==> src/rtl/reveal_sequencer_if.sv <==
// reveal_sequencer_if
//   Bundles the game-side request/status signals and the board RAM port
//   of reveal_sequencer.
//   slave  : the sequencer side (takes requests and read data, drives the
//            board address/write port and status).
//   master : the environment side (game FSM plus board memory).
//   start / start_x / start_y : reveal request at cursor (x,y)
//   mem_addr / mem_rd_data    : board read port, {y,x} address, 1-cycle latency
//   mem_wr_en / mem_wr_data   : board write port (same address)
//   busy / done / result      : request status
//   cells_revealed            : cumulative count of cells written with a count
interface reveal_sequencer_if;
  logic       start;
  logic [2:0] start_x;
  logic [2:0] start_y;
  logic [5:0] mem_addr;
  logic [3:0] mem_rd_data;
  logic       mem_wr_en;
  logic [3:0] mem_wr_data;
  logic       busy;
  logic       done;
  logic [1:0] result;
  logic [6:0] cells_revealed;

  modport slave (
    input  start, start_x, start_y, mem_rd_data,
    output mem_addr, mem_wr_en, mem_wr_data, busy, done, result, cells_revealed
  );

  modport master (
    output start, start_x, start_y, mem_rd_data,
    input  mem_addr, mem_wr_en, mem_wr_data, busy, done, result, cells_revealed
  );
endinterface

==> src/rtl/reveal_sequencer.sv <==
// reveal_sequencer
//   Reveals a cell of the 8x8 minesweeper board (4-bit cell codes) after a
//   select at (x,y): reads the target, and if it is hidden and safe writes
//   back its adjacent-bomb count. Cells waiting in the internal BFS queue are
//   marked 4'hE so that each is queued at most once.
//   Optional flood fill: define REVEAL_FLOOD_FILL_EN to keep revealing outward
//   from zero-count cells. Without it only the target cell is revealed.
// Ports:
//   clk  : system clock
//   rst  : asynchronous active-high reset
//   bus  : reveal_sequencer_if.slave (request, board RAM port, status)
module reveal_sequencer #(
  parameter int unsigned QUEUE_AW  = 6,
  parameter logic [3:0]  BOMB_CODE = 4'hB
) (
  input  logic               clk,
  input  logic               rst,
  reveal_sequencer_if.slave  bus
);

  localparam int unsigned QDEPTH = 2 ** QUEUE_AW;

  localparam logic [3:0] CELL_HIDDEN    = 4'hA;
  localparam logic [3:0] CELL_FLAG_BOMB = 4'hD;
  localparam logic [3:0] CELL_QUEUED    = 4'hE;

  localparam logic [1:0] RES_REVEALED = 2'b00;
  localparam logic [1:0] RES_BOMB     = 2'b01;
  localparam logic [1:0] RES_IGNORED  = 2'b10;

  typedef enum logic [2:0] {
    IDLE, RD_TGT, CHK_TGT, POP, RD_NB, WR_CNT, SCAN, FIN
  } state_t;

  state_t r_state, w_state_nxt;

  logic [5:0]        r_tgt;
  logic [5:0]        r_cur;
  logic [1:0]        r_result;
  logic [6:0]        r_cells;
  logic [QUEUE_AW:0] r_wp, r_rp;
  logic [5:0]        r_q [QDEPTH];
  logic [7:0]        r_nb_vld;
  logic [3:0]        r_nb_data [8];
  logic [7:0]        r_issued;
  logic              r_pend_vld;
  logic [2:0]        r_pend_idx;
`ifdef REVEAL_FLOOD_FILL_EN
  logic [2:0]        r_scan_idx;
`endif

  logic [2:0] w_cur_x, w_cur_y, w_xm, w_xp, w_ym, w_yp;
  logic       w_xlo, w_xhi, w_ylo, w_yhi;
  logic [7:0] w_nb_inb;
  logic [5:0] w_nb_addr [8];
  logic [7:0] w_pend, w_issue_1h;
  logic       w_issue_found;
  logic [2:0] w_issue_idx;
  logic [3:0] w_count;
  logic       w_q_empty;
  logic [5:0] w_mem_addr;
  logic       w_mem_wr_en;
  logic [3:0] w_mem_wr_data;
  logic       w_push;
  logic [5:0] w_push_addr;
  logic       w_pop;
  logic       w_set_result;
  logic [1:0] w_result_nxt;

  // Neighbour table in visit order; 3-bit x-1/x+1 wrap is masked by w_nb_inb.
  always_comb begin
    w_cur_x = r_cur[2:0];
    w_cur_y = r_cur[5:3];
    w_xm = w_cur_x - 3'd1;
    w_xp = w_cur_x + 3'd1;
    w_ym = w_cur_y - 3'd1;
    w_yp = w_cur_y + 3'd1;
    w_xlo = (w_cur_x != 3'd0);
    w_xhi = (w_cur_x != 3'd7);
    w_ylo = (w_cur_y != 3'd0);
    w_yhi = (w_cur_y != 3'd7);
    w_nb_addr[0] = {w_ym, w_xm};    w_nb_inb[0] = w_xlo & w_ylo;
    w_nb_addr[1] = {w_ym, w_cur_x}; w_nb_inb[1] = w_ylo;
    w_nb_addr[2] = {w_ym, w_xp};    w_nb_inb[2] = w_xhi & w_ylo;
    w_nb_addr[3] = {w_cur_y, w_xm}; w_nb_inb[3] = w_xlo;
    w_nb_addr[4] = {w_cur_y, w_xp}; w_nb_inb[4] = w_xhi;
    w_nb_addr[5] = {w_yp, w_xm};    w_nb_inb[5] = w_xlo & w_yhi;
    w_nb_addr[6] = {w_yp, w_cur_x}; w_nb_inb[6] = w_yhi;
    w_nb_addr[7] = {w_yp, w_xp};    w_nb_inb[7] = w_xhi & w_yhi;
  end

  // Next neighbour to read: lowest in-bounds entry not yet issued, so
  // out-of-board neighbours cost no cycle.
  always_comb begin
    w_pend        = w_nb_inb & ~r_issued;
    w_issue_1h    = w_pend & (~w_pend + 8'd1);
    w_issue_found = |w_pend;
    w_issue_idx   = '0;
    for (int unsigned k = 0; k < 8; k++) begin
      if (w_issue_1h[k]) w_issue_idx = 3'(k);
    end
  end

  always_comb begin
    w_count = '0;
    for (int unsigned k = 0; k < 8; k++) begin
      if (r_nb_vld[k] && (r_nb_data[k] == BOMB_CODE || r_nb_data[k] == CELL_FLAG_BOMB))
        w_count = w_count + 4'd1;
    end
  end

  assign w_q_empty = (r_wp == r_rp);

  always_ff @(posedge clk or posedge rst) begin
    if (rst) r_state <= IDLE;
    else     r_state <= w_state_nxt;
  end

  always_comb begin
    w_state_nxt   = r_state;
    w_mem_addr    = '0;
    w_mem_wr_en   = 1'b0;
    w_mem_wr_data = '0;
    w_push        = 1'b0;
    w_push_addr   = '0;
    w_pop         = 1'b0;
    w_set_result  = 1'b0;
    w_result_nxt  = RES_REVEALED;
    case (r_state)
      IDLE: begin
        if (bus.start) w_state_nxt = RD_TGT;
      end
      RD_TGT: begin
        w_mem_addr  = r_tgt;
        w_state_nxt = CHK_TGT;
      end
      CHK_TGT: begin
        w_mem_addr = r_tgt;
        if (bus.mem_rd_data == CELL_HIDDEN) begin
          w_mem_wr_en   = 1'b1;
          w_mem_wr_data = CELL_QUEUED;
          w_push        = 1'b1;
          w_push_addr   = r_tgt;
          w_state_nxt   = POP;
        end else if (bus.mem_rd_data == BOMB_CODE) begin
          w_set_result = 1'b1;
          w_result_nxt = RES_BOMB;
          w_state_nxt  = FIN;
        end else begin
          w_set_result = 1'b1;
          w_result_nxt = RES_IGNORED;
          w_state_nxt  = FIN;
        end
      end
      POP: begin
        if (w_q_empty) begin
          w_set_result = 1'b1;
          w_result_nxt = RES_REVEALED;
          w_state_nxt  = FIN;
        end else begin
          w_pop       = 1'b1;
          w_state_nxt = RD_NB;
        end
      end
      RD_NB: begin
        // Extra final cycle only captures the last outstanding read.
        if (w_issue_found) w_mem_addr = w_nb_addr[w_issue_idx];
        else               w_state_nxt = WR_CNT;
      end
      WR_CNT: begin
        w_mem_addr    = r_cur;
        w_mem_wr_en   = 1'b1;
        w_mem_wr_data = w_count;
`ifdef REVEAL_FLOOD_FILL_EN
        w_state_nxt   = (w_count == 4'd0) ? SCAN : POP;
`else
        w_state_nxt   = POP;
`endif
      end
`ifdef REVEAL_FLOOD_FILL_EN
      SCAN: begin
        if (r_nb_vld[r_scan_idx] && r_nb_data[r_scan_idx] == CELL_HIDDEN) begin
          w_mem_addr    = w_nb_addr[r_scan_idx];
          w_mem_wr_en   = 1'b1;
          w_mem_wr_data = CELL_QUEUED;
          w_push        = 1'b1;
          w_push_addr   = w_nb_addr[r_scan_idx];
        end
        if (r_scan_idx == 3'd7) w_state_nxt = POP;
      end
`endif
      FIN: begin
        w_state_nxt = IDLE;
      end
      default: begin
        w_state_nxt = IDLE;
      end
    endcase
  end

  always_ff @(posedge clk or posedge rst) begin
    if (rst) begin
      r_tgt      <= '0;
      r_cur      <= '0;
      r_result   <= '0;
      r_cells    <= '0;
      r_wp       <= '0;
      r_rp       <= '0;
      r_nb_vld   <= '0;
      r_nb_data  <= '{default: '0};
      r_issued   <= '0;
      r_pend_vld <= 1'b0;
      r_pend_idx <= '0;
`ifdef REVEAL_FLOOD_FILL_EN
      r_scan_idx <= '0;
`endif
    end else begin
      if (w_push)       r_wp     <= r_wp + 1'b1;
      if (w_set_result) r_result <= w_result_nxt;
      if (w_pop) begin
        r_cur      <= r_q[r_rp[QUEUE_AW-1:0]];
        r_rp       <= r_rp + 1'b1;
        r_nb_vld   <= '0;
        r_issued   <= '0;
        r_pend_vld <= 1'b0;
      end
      case (r_state)
        IDLE: begin
          if (bus.start) r_tgt <= {bus.start_y, bus.start_x};
        end
        RD_NB: begin
          if (r_pend_vld) begin
            r_nb_data[r_pend_idx] <= bus.mem_rd_data;
            r_nb_vld[r_pend_idx]  <= 1'b1;
          end
          r_issued   <= r_issued | w_issue_1h;
          r_pend_vld <= w_issue_found;
          r_pend_idx <= w_issue_idx;
        end
        WR_CNT: begin
          r_cells <= r_cells + 7'd1;
`ifdef REVEAL_FLOOD_FILL_EN
          r_scan_idx <= '0;
`endif
        end
`ifdef REVEAL_FLOOD_FILL_EN
        SCAN: begin
          r_scan_idx <= r_scan_idx + 3'd1;
        end
`endif
        default: ;
      endcase
    end
  end

  always_ff @(posedge clk) begin
    if (w_push) r_q[r_wp[QUEUE_AW-1:0]] <= w_push_addr;
  end

  assign bus.mem_addr       = w_mem_addr;
  assign bus.mem_wr_en      = w_mem_wr_en;
  assign bus.mem_wr_data    = w_mem_wr_data;
  assign bus.busy           = (r_state != IDLE) && (r_state != FIN);
  assign bus.done           = (r_state == FIN);
  assign bus.result         = r_result;
  assign bus.cells_revealed = r_cells;

endmodule

==> src/flat_wrapper.sv <==
// flat-port wrapper written by rule: the top's interface ports become plain ports
module reveal_sequencer_flat 
#(
  parameter int unsigned QUEUE_AW  = 6,
  parameter logic [3:0]  BOMB_CODE = 4'hB
)
  (clk, rst, bus_start, bus_start_x, bus_start_y, bus_mem_rd_data, bus_mem_addr, bus_mem_wr_en, bus_mem_wr_data, bus_busy, bus_done, bus_result, bus_cells_revealed);
  reveal_sequencer_if bus_i ();
  input  logic clk;
  input  logic rst;
  input wire logic [$bits(bus_i.start)-1:0] bus_start;
  input wire logic [$bits(bus_i.start_x)-1:0] bus_start_x;
  input wire logic [$bits(bus_i.start_y)-1:0] bus_start_y;
  input wire logic [$bits(bus_i.mem_rd_data)-1:0] bus_mem_rd_data;
  output wire logic [$bits(bus_i.mem_addr)-1:0] bus_mem_addr;
  output wire logic [$bits(bus_i.mem_wr_en)-1:0] bus_mem_wr_en;
  output wire logic [$bits(bus_i.mem_wr_data)-1:0] bus_mem_wr_data;
  output wire logic [$bits(bus_i.busy)-1:0] bus_busy;
  output wire logic [$bits(bus_i.done)-1:0] bus_done;
  output wire logic [$bits(bus_i.result)-1:0] bus_result;
  output wire logic [$bits(bus_i.cells_revealed)-1:0] bus_cells_revealed;
  assign bus_i.start = bus_start;
  assign bus_i.start_x = bus_start_x;
  assign bus_i.start_y = bus_start_y;
  assign bus_i.mem_rd_data = bus_mem_rd_data;
  assign bus_mem_addr = bus_i.mem_addr;
  assign bus_mem_wr_en = bus_i.mem_wr_en;
  assign bus_mem_wr_data = bus_i.mem_wr_data;
  assign bus_busy = bus_i.busy;
  assign bus_done = bus_i.done;
  assign bus_result = bus_i.result;
  assign bus_cells_revealed = bus_i.cells_revealed;
  reveal_sequencer #(.QUEUE_AW(QUEUE_AW), .BOMB_CODE(BOMB_CODE)) u_core (.clk(clk), .rst(rst), .bus(bus_i));
endmodule
==> config.mk <==
export PLATFORM = sky130hd
export DESIGN_NAME = reveal_sequencer_flat
export DESIGN_NICKNAME = d
export VERILOG_FILES = /design/src/rtl/reveal_sequencer_if.sv /design/src/rtl/reveal_sequencer.sv /design/src/flat_wrapper.sv
export SDC_FILE = /design/constraint.sdc
export NUM_CORES = 1
export LEC_CHECK = 0
export CELL_PAD_IN_SITES_DETAIL_PLACEMENT = 1
export CELL_PAD_IN_SITES_GLOBAL_PLACEMENT = 1
export CORE_ASPECT_RATIO = 1.4
export CORE_MARGIN = 1.5
export CORE_UTILIZATION = 45
export DETAILED_ROUTE_END_ITERATION = 10
export PLACE_DENSITY = 0.68
export SLEW_MARGIN = 20
export SYNTH_ARGS = -nofsm -noshare
export SYNTH_HDL_FRONTEND = slang
export SYNTH_SLANG_ARGS = --single-unit
==> constraint.sdc <==
create_clock -name clk -period 5.5 [get_ports clk]
set_clock_uncertainty 0.2 [all_clocks]
set_input_delay 1.1 -clock clk [delete_from_list [all_inputs] [get_ports clk]]
set_output_delay 1.1 -clock clk [all_outputs]
set_load 0.01 [all_outputs]
# == Yosys cells after proc, flatten, opt, wreduce, memory -nomap -nowiden ==
# Memories as Yosys holds them, arrays and structs flattened. A register that Yosys moved wholly into a read port is not among the register bits.
# Cells that the tools add are included.
# word_totals
reg_bits,84
ram_bits,384
inputBits,13
out_inout_bits,22
elab_cells,164
n_memories,1
# op_classes
n_addsub,15
n_lt_le_gt_ge,5
n_eq_ne,30
muxes,54
bitwise_logic,12
reduce_logical,29
# mem_list
name,words,width,read_ports,rd_ports_with_merged_regs,wr,line_no,text
u_core.r_q,64,6,1,1,1,reveal_sequencer.sv:42,logic [5:0] r_q [QDEPTH];
# op_table
operator,n
$eq A4 B4 Y1 const B,18
$mux W8,5
$mux W4,9
$bwmux W32,1
$mux W6,5
$add A4 B1 Y4 const B,6
$add A7 B1 Y7 const B,3
$mux W3,7
$bmux W6 S3,1
$pmux W3 S6,1
$pmux W6 S3,1
$and A8 B8 Y8,2
$not A8 Y8,2
$or A8 B8 Y8,2
$mux W1,13
$demux W4 S3,1
$mux W2,6
$logic_and A1 B1 Y1,11
$eq A3 B3 Y1 const B,3
$ne A3 B3 Y1 const B,3
$reduce_bool A3 Y1,3
$add A8 B1 Y8 const B,1
$ge A4 B4 Y1 const B,2
$logic_or A1 B1 Y1,8
other kinds (20),31

# == Depth between registers and ports, before layout ==
# logic_depth
depth_word,19
ltp_mapped,22
mapped_depth_nobuf,22

# == Worst setup path after synthesis ==
# No wires, ideal clock.
# synth_path
path_type,register to output
from,register u_core.r_nb_data[29] (netlist name)
to,output port bus_mem_wr_data[3]
arrival_time_ps,3789
required_ps,4200
path_slack_ps,411
path_stages_with_launch,21
path_buffers,0
path_cell_list,dfrtp_1 xor2_1 and4_1 ha_1 xor2_4 ha_1 nand3_1 o31ai_1 ha_1 nor2_1 nor2_1 ha_1 nand2_1 o31ai_1 ha_1 nand2_1 xor2_1 xnor2_1 and3_1 a211oi_2 o31ai_2
# synth_via
elab_chain_len,19
word_cells_on_any_way,20
cone_classes,7 x add/sub; 2 x eq/ne; 9 x mux; 2 x reduce/logical
# synth_lines
element,line_no,text
start: declaration,reveal_sequencer.sv:44,logic [3:0] r_nb_data [8];
start signal: indexed assignment,reveal_sequencer.sv:233,r_nb_data[r_pend_idx] <= bus.mem_rd_data;
$eq A4 B4 Y1,reveal_sequencer.sv:107,if (r_nb_vld[k] && (r_nb_data[k] == BOMB_CODE || r_nb_data[k] == CELL_FLAG_BOMB))
$logic_or A1 B1 Y1 (*),reveal_sequencer.sv:107,
$logic_and A1 B1 Y1 (*),reveal_sequencer.sv:107,
$mux W1 (*),reveal_sequencer.sv:107,
$add A1 B1 Y2,reveal_sequencer.sv:108,w_count = w_count + 4'd1;
$mux W4 (*),reveal_sequencer.sv:107,
$add A4 B1 Y4,reveal_sequencer.sv:108,
$mux W4 (*),reveal_sequencer.sv:107,
[... 3 more ...],--,
$mux W4 (*),reveal_sequencer.sv:107,
$add A4 B1 Y4,reveal_sequencer.sv:108,
$mux W4 (*),reveal_sequencer.sv:107,
$add A4 B1 Y4,reveal_sequencer.sv:108,
$mux W4 (*),reveal_sequencer.sv:107,
$add A4 B1 Y4,reveal_sequencer.sv:108,
$mux W4 (*),reveal_sequencer.sv:107,
$pmux W4 S2 (*),reveal_sequencer.sv:129,case (r_state)
end: declaration,flat_wrapper.sv:17,output wire logic [$bits(bus_i.mem_wr_data)-1:0] bus_mem_wr_data;
# Mark *: on every way between the ends. The rest lies on a longest branch, timed or not.

# == Worst setup path after layout ==
# layout_path
from,register u_core.r_nb_data[30] (netlist name)
to,output port bus_mem_wr_data[3]
# The elaborated chain is that of the path after synthesis.

==> summary.md <==
| Metric | Value |
|---|---|
| Post-DP HPWL | 30600 um |
| # DRC | 0 |
| Vias in the first global route | 11316 |
| Tot Pwr | ~10 mW |
| Vias post-DR | 10539 |
| Top cells by area, synth | edfxtp_1 (58%), mux4_2 (14%), dfrtp_1 (11%) |
| Worst Tran Pin Value | 997 ps |
| Maximum vdd drop | 0.000242 V |
| Worst hold margin | 269 ps |
| Insertion delay to the later sink of the worst-skew pair | 550 ps |
| First-pass GRT wire length | 71600 um |
| Slew margin rel. | 0.335 |
| Count of cell types in the netlist | 61 |
| FILL cells | 4029 |
| Final hold viol count | 0 |
| IO buf count | 34 |
| Antenna Nets Post-Route | 0 |
| Switching Fraction | 0.290 |
| Slew Limit Fails | 0 |
| Number of CTS-inserted buffers | 47 |
| RR Startpoint | u_core.r_rp[1]$_DFFE_PP0P_ |
| Peak fanout along the critical path | 2 |
| CTS max path bufs | 3 |
| FF-to-FF path depth | 5 |
| FF-to-FF setup slack | 1830 ps |
| Setup WS pre-CTS | -272 ps |
| Mean Syn Cell Area | 17.5 sq um |
| HP Start | u_core.bus.cells_revealed[6]$_DFFE_PP0P_ |
| CTS tree | built |
| Mapped Area | ~20000 sq um |
| WS Path Type | flip-flop to primary output |
| Vias per inst | ~5.8 |
| Register bit total from synthesis | between 400 and 500 |
| Period utilisation layout | 1.05 |
| Top_reg_cell synth | edfxtp_1 |
| Startpoint Class | flip-flop |
| Synth top area share | 0.577 |
| Switching pwr | 2.99 mW |
| Critical path startpoint | u_core.r_nb_data[30]$_DFFE_PP0P_ |
| Drt wl/cell | 25.8 um |
| CTS root buf | clkbuf_16 |
| Hold WC Path Type | flip-flop to flip-flop |
| Pwr Density | 449 nW/um^2 |
| Final GP Congestion | 0.820 |
| Total Die Area | between 40000 and 50000 sq um |
| Syn. warnings | 0 |
| Crit. End Element | primary output |
| Lkg Pwr | 7.23 nW |
| CP endpoint | bus_mem_wr_data[3] |
| Die width | roughly 180 um |
| Setup_tns | -579 ps |
| FP Rows | 91 |
| Post-route setup slack | -279 ps |
| Pint | 7.34 mW |
| Io pins | 35 |
| DRT iter0 DRCs | roughly 670 |
| Post-synth top area cell | edfxtp_1 |
| Clock power frac | 0.322 |
| Total track usage | 0.211 |
| FF-to-FF End | u_core.r_cur[5]$_DFFE_PP0P_ |
| Share of cells above drive strength 1 | 0.276 |
| Fin nets | 1253 |
| Clk pin slew, worst setup/hold paths | ~60 ps |
| Synth Net Count | 1171 |
| Grt ovf | 0 |
| Seq/Total Area, Yosys | 0.689 |
| Max cap viols | 0 |
| Post-synth EDFFs | between 300 and 400 |
| Chip height | 252 um |
| # clock sinks | 474 |
| Worst EP required | 4200 ps |
| Status | complete, but fails checks |
| Setup violators final | 3 |
| Finished Core Util | 0.524 |
| Critical path arrival | ~4500 ps |
| Antenna Cells | 0 |
| Drt first pass iters | 4 |
| Routed WL | 46800 um |
| Largest net degree at the start of global routing | between 60 and 70 |
| Initial antenna violation count | 0 |
| # H-tree levels | 2 |
| Min Tclk post-route | 5780 ps |
| Max Clk Rate | 0.173 GHz |
| Area delta synth->final | 15.1% |
| RSZ-0062 raised after global routing | yes |
| Initial Utilization | 0.455 |
| Gate power share | 0.249 |
| Core box area | about 44000 sq um |
| Sequential Power Share | 0.429 |
| FFs w/ async S/R, synth | 0.190 |
| Synthesized instance count | 1140 |
| Violated checks | negative setup slack |
-- power by group through the flow --
stage	sequential, mW	clock [mW]	combinational [mW]
6_report	4.43	3.33	2.57
5_1_grt	4.48	3.51	2.78
4_1_cts	4.43	3.39	2.60
3_5_place_dp	4.51	0	2.56
3_3_place_gp	4.49	0	2.51
2_1_floorplan	4.28	0	1.92
-- layer usage --
layer  vias to the layer above  share of wire  routed length [um]  track usage
met1                      5575           0.39               18400        0.261
met4                         0          0.040                1860       0.0850
met5                         -              0                   0            0
met3                        78          0.047                2200       0.0367
li1                       4631              -                   -            -
met2                       255           0.52               24400        0.369
-- sequential cells by signal, summed over array words and instances (netlist names), 7 cells and up --
| register | flops |
|---|---|
| u_core.r_q | 384 |
| u_core.r_nb_data | 32 |
| u_core.r_issued | 8 |
| u_core.r_nb_vld | 8 |
| u_core.bus.cells_revealed | 7 |
| u_core.r_rp | 7 |
| u_core.r_wp | 7 |
-- what timing repair did --
action,CTS,global route
resized for setup,38,11
hold buffers,0,0
setup buffers,5,2
endpoints found under the setup margin,6,4
pin swaps,16,6
-- synthesized netlist by cell type (all sizes together), types with 18 or more instances --
| library cell | instances |
|---|---|
| buf | 21 |
| clkbuf | 37 |
| dfrtp | 90 |
| edfxtp | 384 |
| ha | 18 |
| mux2 | 45 |
| mux4 | 126 |
| nand2 | 65 |
| nand3 | 23 |
| nor2 | 106 |
| o21ai | 25 |
| xnor2 | 26 |
| xor2 | 22 |
-- metrics by stage --
step | std cells | area, sq um
after floorplan | 1140 | 20000
after global placement | 1725 | 21200
after detailed placement | 1725 | 21200
after CTS | 1816 | 23000
after global routing | 1817 | 23000
final | 1817 | 23000
-- kinds of logic after synthesis --
group           count (synthesis)  share of synthesized area
simple gates                  269                     0.0634
flops                         474                      0.689
buf+inv                        73                     0.0145
xor+xnor                       49                     0.0240
mux                           179                      0.171
fa+ha+maj                      18                     0.0113
compound gates                 78                     0.0262
-- cell usage in the layout, fill, tap and decap left out, types with 4 or more instances in the layout --
master,count
mux2_2,45
ha_1,14
nand4_1,9
xnor2_1,25
inv_1,13
nand3_1,21
nand2b_1,6
clkbuf_16,49
edfxtp_1,384
xor2_1,19
nor2b_1,6
clkbuf_1,5
o21ai_0,19
clkdlybuf4s50_1,31
bufinv_16,8
nor3_1,6
nand2_1,63
mux2i_1,8
dfrtp_1,87
a21oi_1,10
and3_1,8
nand3b_1,6
or3_1,5
buf_4,56
and2_1,4
o21ai_1,5
clkinv_1,11
a21o_1,6
nor2_1,103
and3_2,6
clkinv_2,10
or2_2,4
mux4_2,126
ha_4,4
-- how the worst min path moves through the flow --
stage                                                to  slack, ps  cells past startpoint
3_5_place_dp   u_core.bus.cells_revealed[6]$_DFFE_PP0P_        260                      1
4_1_cts        u_core.bus.cells_revealed[6]$_DFFE_PP0P_        270                      1
5_1_grt                    u_core.r_nb_vld[4]$_DFF_PP0_        300                      1
2_1_floorplan              u_core.r_nb_vld[3]$_DFF_PP0_        240                      2
3_3_place_gp               u_core.r_nb_vld[0]$_DFF_PP0_        250                      1
6_report       u_core.bus.cells_revealed[6]$_DFFE_PP0P_        270                      1
-- worst max-delay path: stages (launching register included) --
cell,delay (ps)
dfrtp_1,400
xor2_1,190
and4_4,270
inv_1,70
ha_4,150
and3_4,150
nor2_4,110
ha_4,220
nand3_4,60
o31ai_4,70
ha_1,310
nor2_2,120
nor2_1,50
ha_1,310
buf_4,120
and3_1,160
or4b_1,460
a21o_1,210
nand3_2,90
a211oi_2,50
o31ai_2,170
buf_2,160
-- cell type report --
cell class / instances / area [sq um] / share of cell area
clock buffer: 54 / 1240 / 0.0541
clock inverter: 32 / 354 / 0.0154
inverter: 15 / 58.8 / 0.00256
multi-input combinational: 593 / 6100 / 0.265
sequential: 474 / 13800 / 0.599
tap: 558 / 698 / 0.0303
timing repair buffer: 91 / 766 / 0.0333
No activity file was read; power rests on OpenSTA's default activity.
